$ cat src/rtl/iob_fp_div_seq.sv
// Issue/collect sequencer in front of the iterative FP divider.
// Holds operands for the run, collects result+tag, watchdog to qNaN.
module iob_fp_div_seq #(
  parameter int DATA_W  = 32,
  parameter int EXP_W   = 8,
  parameter int TAG_W   = 4,
  parameter int TIMEOUT = 64
) (
  input  logic              clk_i,
  input  logic              arst_n_i,
  input  logic              in_valid_i,
  output logic              in_ready_o,
  input  logic [DATA_W-1:0] in_op_a_i,
  input  logic [DATA_W-1:0] in_op_b_i,
  input  logic [TAG_W-1:0]  in_tag_i,
  output logic              div_start_o,
  output logic [DATA_W-1:0] div_op_a_o,
  output logic [DATA_W-1:0] div_op_b_o,
  input  logic              div_done_i,
  input  logic [DATA_W-1:0] div_res_i,
  output logic              out_valid_o,
  input  logic              out_ready_i,
  output logic [DATA_W-1:0] out_res_o,
  output logic [TAG_W-1:0]  out_tag_o,
  output logic              out_timeout_o,
  output logic              busy_o
);

  localparam int CNT_W = $clog2(TIMEOUT);
  localparam logic [CNT_W-1:0] CNT_MAX =
    CNT_W'(TIMEOUT - 1);
  localparam logic [DATA_W-1:0] QNAN = {
    1'b0, {EXP_W{1'b1}}, 1'b1,
    {(DATA_W - EXP_W - 2){1'b0}}
  };

  typedef enum logic [1:0] {
    S_IDLE,
    S_START,
    S_WAIT,
    S_RESP
  } state_t;

  state_t           state_q;
  state_t           state_d;
  logic [CNT_W-1:0] cnt_q;
  logic             accept;
  logic             tmo_hit;

  assign accept  = in_valid_i & in_ready_o;
  assign tmo_hit = (cnt_q == CNT_MAX);
  assign busy_o  = (state_q != S_IDLE);

  // State register
  always_ff @(posedge clk_i or negedge arst_n_i) begin
    if (!arst_n_i) state_q <= S_IDLE;
    else           state_q <= state_d;
  end

  // Next state and handshake outputs
  always_comb begin
    state_d     = state_q;
    in_ready_o  = 1'b0;
    div_start_o = 1'b0;
    out_valid_o = 1'b0;
    unique case (state_q)
      S_IDLE: begin
        in_ready_o = 1'b1;
        if (in_valid_i) state_d = S_START;
      end
      S_START: begin
        div_start_o = 1'b1;
        state_d     = S_WAIT;
      end
      S_WAIT: begin
        if (div_done_i || tmo_hit)
          state_d = S_RESP;
      end
      S_RESP: begin
        out_valid_o = 1'b1;
        in_ready_o  = out_ready_i;
        if (out_ready_i)
          state_d = in_valid_i ? S_START : S_IDLE;
      end
      default: state_d = S_IDLE;
    endcase
  end

  // Operand/tag capture, watchdog and result capture
  always_ff @(posedge clk_i or negedge arst_n_i) begin
    if (!arst_n_i) begin
      div_op_a_o    <= '0;
      div_op_b_o    <= '0;
      out_tag_o     <= '0;
      out_res_o     <= '0;
      out_timeout_o <= 1'b0;
      cnt_q         <= '0;
    end else begin
      if (accept) begin
        div_op_a_o <= in_op_a_i;
        div_op_b_o <= in_op_b_i;
        out_tag_o  <= in_tag_i;
      end
      if (state_q == S_START) begin
        cnt_q <= '0;
      end
      if (state_q == S_WAIT) begin
        cnt_q <= cnt_q + 1'b1;
        if (div_done_i) begin
          out_res_o     <= div_res_i;
          out_timeout_o <= 1'b0;
        end else if (tmo_hit) begin
          out_res_o     <= QNAN;
          out_timeout_o <= 1'b1;
        end
      end
    end
  end

endmodule
$ cat config.mk
export PLATFORM = sky130hd
export DESIGN_NAME = iob_fp_div_seq
export DESIGN_NICKNAME = d
export VERILOG_FILES = /design/src/rtl/iob_fp_div_seq.sv
export SDC_FILE = /design/constraint.sdc
export NUM_CORES = 1
export LEC_CHECK = 0
export ABC_CLOCK_PERIOD_IN_PS = 2050
export BUFFER_PORTS_ARGS = -buffer_cell sky130_fd_sc_hd__buf_2
export CORE_MARGIN = 1
export CORE_UTILIZATION = 46
export DETAILED_ROUTE_END_ITERATION = 10
export GPL_TIMING_DRIVEN = 0
export HOLD_SLACK_MARGIN = 0.15
export PLACE_DENSITY = 0.8
export SYNTH_ARGS = -nofsm -noshare
export SYNTH_HDL_FRONTEND = slang
export SYNTH_SLANG_ARGS = --single-unit
$ cat constraint.sdc
create_clock -name clk_i -period 2.05 [get_ports clk_i]
set_input_delay 0.3075 -clock clk_i [delete_from_list [all_inputs] [get_ports clk_i]]
set_output_delay 0.3075 -clock clk_i [all_outputs]
set_load 0.01 [all_outputs]
==> results.json <==
{
  "grt_start_max_net_pins": 62,
  "max_freq_ghz": 0.513,
  "endpoint_kind": "flip-flop",
  "setup_violations": 0,
  "yosys.area.top_type_share_pct": 63.6,
  "crit_path_start_kind": "flip-flop",
  "synth.area.top_cells": "dfrtp_1 64%, mux2_2 13%, mux2_4 7.0%",
  "syn-cell-area_mm2": 0.00429,
  "post-dp-hpwl_um": 6990,
  "ys_seq_area_share_pct": 63.6,
  "r2r_slack_ns": 0.10,
  "cts_buffers": 9,
  "synth-edff-count": 0,
  "drive_above_1_share_pct": 62.3,
  "yosys.area.top_type": "dfrtp_1",
  "period_minus_slack_ns": 1.95,
  "routed-via-count": 3063,
  "dieArea_mm2": 0.00971,
  "io_buffer_count": 209,
  "worst_path_max_delay_cell": "dfrtp_1",
  "hold_depth": 2,
  "drv_slew": 0,
  "wl_um": 9420,
  "maxUsedRoutingLayer": "met4",
  "cts_buffer_depth": 2,
  "areaGrowthSynthToFinish_pct": 33.6,
  "arrival_ns": 2.18,
  "wl_per_cell_um": 15.4,
  "coreArea_mm2": 0.00889,
  "synth-main-ff-cell": "dfrtp_1",
  "maxCapViolations": 0,
  "dp.cells": 592,
  "grt_pass1_vias": 3161,
  "yosysWarnings": 0,
  "drt_iter0_markers": 58,
  "wl_met1_um": 4020,
  "syn_inst": 274,
  "fin_worst_skew_ns": 0.0154,
  "vias_per_cell": 5.00,
  "chipHeight_um": 98.5,
  "grt_usage_pct": 19.6,
  "whs_ns": 0.172,
  "holdPathEnd": "div_op_b_o[28]$_DFFE_PN0P_",
  "crit_type": "reg2reg",
  "slew_headroom_pct": 57.3,
  "async_reset_ff_share_pct": 100,
  "die_x_um": 98.5,
  "power_density_mw_per_mm2": 1580,
  "r2r_cells": 9,
  "path_clk_slew_ns": 0.10,
  "finalHoldViolCount": 0,
  "tightest_slew_ns": 0.640,
  "wl_met2_um": 4690,
  "violations": "DRC",
  "tritoncts": "built",
  "start_util_pct": 48.2,
  "synth_cell_types": 33,
  "antenna_found_initial": 0,
  "yosys_register_bits": 109,
  "yosysMostFrequentCell": "dfrtp_1",
  "grt.overflow.total": 0,
  "worst_hold_path_type": "in2reg",
  "worstPathRequired_ns": 2.28,
  "fp-row-count": 34,
  "p_leak_nw": 2.95,
  "antenna_cells": 0,
  "clock-sinks": 109,
  "vdd_drop_max_uv": 717,
  "fillers": 682,
  "min_period_over_period_pct": 95.0,
  "r2r_end": "div_op_a_o[1]$_DFFE_PN0P_",
  "htree_num_levels": 3,
  "avgSynthCellArea_um2": 15.6,
  "cts_root_buffer": "clkbuf_8",
  "drc": 16,
  "r2r_start": "state_q[1]$_DFFE_PN0P_",
  "nNetsFinal": 610,
  "path_common_cell": "buf_12",
  "fin_cells": 612,
  "crit_path_max_incr_delay_ns": 0.42,
  "drtPass1Iterations": 9,
  "clock_latency_ns": 0.36,
  "synth_fp_nets": 385,
  "grt_pass1_wl_um": 15200,
  "cp_max_fo": 10,
  "synth_commonest_cells": "109 x dfrtp_1, 49 x mux2_2, 23 x a22o_1",
  "status": "finished, violations left",
  "ioPinCount": 210,
  "min_from": "in_op_b_i[28]",
  "gp_congestion": 0.751,
  "path_cells": "buf_4, ha_2, a21oi_2, nor2_2, and2_4, buf_6, buf_12, buf_12, mux2_4",
  "dr_wl_met3_um": 611,
  "ant_nets": 0
}
==> logic make-up (layout without fill, tap and decap cells) <==
| family | after synthesis | count (layout) | share of synthesized area (%) |
|---|---|---|---|
| DFF | 109 | 109 | 63.6 |
| adders and majority gates | 6 | 6 | 1.75 |
| and+or+nand+nor | 20 | 20 | 2.31 |
| muxes | 71 | 71 | 20.3 |
| buffers and inverters | 22 | 252 | 3.24 |
| xor gates and xnor gates | 1 | 1 | 0.204 |
| AOI/OAI and AO/OA | 45 | 45 | 8.55 |
==> through the flow <==
step	setup TNS [ns]	cell area [um^2]	power [mW]	utilization, %	setup WS (ns)
3_5_place_dp	0	5500	7.88	61.8	0.0165
6_report	0	5730	9.04	64.4	0.102
2_1_floorplan	0	4290	6.25	-	0.0910
4_1_cts	0	5690	9.07	64.0	0.00704
3_3_place_gp	-47.83	5470	7.69	61.5	-0.445
5_1_grt	-0.0119	5730	9.62	64.4	-0.00970
==> final cells by class <==
type	count	area, um^2	share of cell area, %
Multi-Input combinational cell	143	1430	24.9
Clock buffer	11	131	2.29
Inverter	6	22.5	0.393
Buffer	16	139	2.42
Sequential cell	109	2730	47.6
Tap cell	108	135	2.36
Clock inverter	5	37.5	0.655
Timing Repair Buffer	214	1110	19.4
==> per-layer routing <==
| layer | global-route usage (%) | up-vias |
|---|---|---|
| met3 | 3.62 | 13 |
| li1 | - | 1430 |
| met1 | 25.2 | 1486 |
| met2 | 34.3 | 134 |
| met4 | 5.28 | 0 |
| met5 | 0 | - |
==> flip-flops by register name, indices dropped and copies added, names as in the netlist <==
register       cells
div_op_a_o        32
div_op_b_o        32
out_res_o         32
cnt_q              6
out_tag_o          4
state_q            2
out_timeout_o      1
==> power breakdown <==
part           internal (mW)  switching (mW)  leakage (nW)  total (mW)
clock network          0.446           0.690        0.0795        1.14
logic                   2.26            1.93          1.55        4.19
registers               3.19           0.525          1.31        3.71
total                   5.89            3.14          2.95        9.04
==> worst max-delay path by stage <==
stage                     slack [ns]                   start                         end
after floorplan                 0.09  state_q[0]$_DFFE_PN0P_   div_op_a_o[0]$_DFFE_PN0P_
after global placement         -0.44                arst_n_i   out_res_o[22]$_DFFE_PN0P_
after detailed placement        0.02  state_q[0]$_DFFE_PN0P_   div_op_a_o[1]$_DFFE_PN0P_
after CTS                      0.007  state_q[1]$_DFFE_PN0P_   div_op_a_o[1]$_DFFE_PN0P_
after global routing           -0.01  state_q[1]$_DFFE_PN0P_  div_op_b_o[21]$_DFFE_PN0P_
final                           0.10  state_q[1]$_DFFE_PN0P_   div_op_a_o[1]$_DFFE_PN0P_
==> placed cells by master (no fill, tap or decap), types with 2 or more instances in the layout <==
cell type,instances
a22o_1,23
buf_12,3
buf_2,211
buf_4,8
clkbuf_1,4
clkbuf_2,3
clkbuf_8,9
clkinv_4,2
clkinvlp_4,2
dfrtp_1,109
ha_1,5
inv_1,6
mux2_2,49
mux2_4,20
mux2i_1,2
nand2_1,6
nand3_1,4
nor2_1,2
o21a_1,2
o21ai_0,4
o22a_1,9
==> critical path, delay by kind of cell (launching register included) <==
kind,cells,cell delay (ns)
multiplexers,1,0.30
AND/OR/NAND/NOR,2,0.20
flip-flops,1,0.42
adder cells (fa/ha/maj),1,0.19
buffers and inverters,4,0.57
AO/OA/AOI/OAI,1,0.15
==> repair_timing <==
action | in CTS | in global routing
setup endpoints to repair | 2 | 31
gates resized for setup | 0 | 12
hold buffers | 1 | 0
gates cloned | 0 | 0
endpoints found under the hold margin | 48 | 0
setup buffers | 2 | 1
Note: power is estimated with default switching activity, not from simulation.
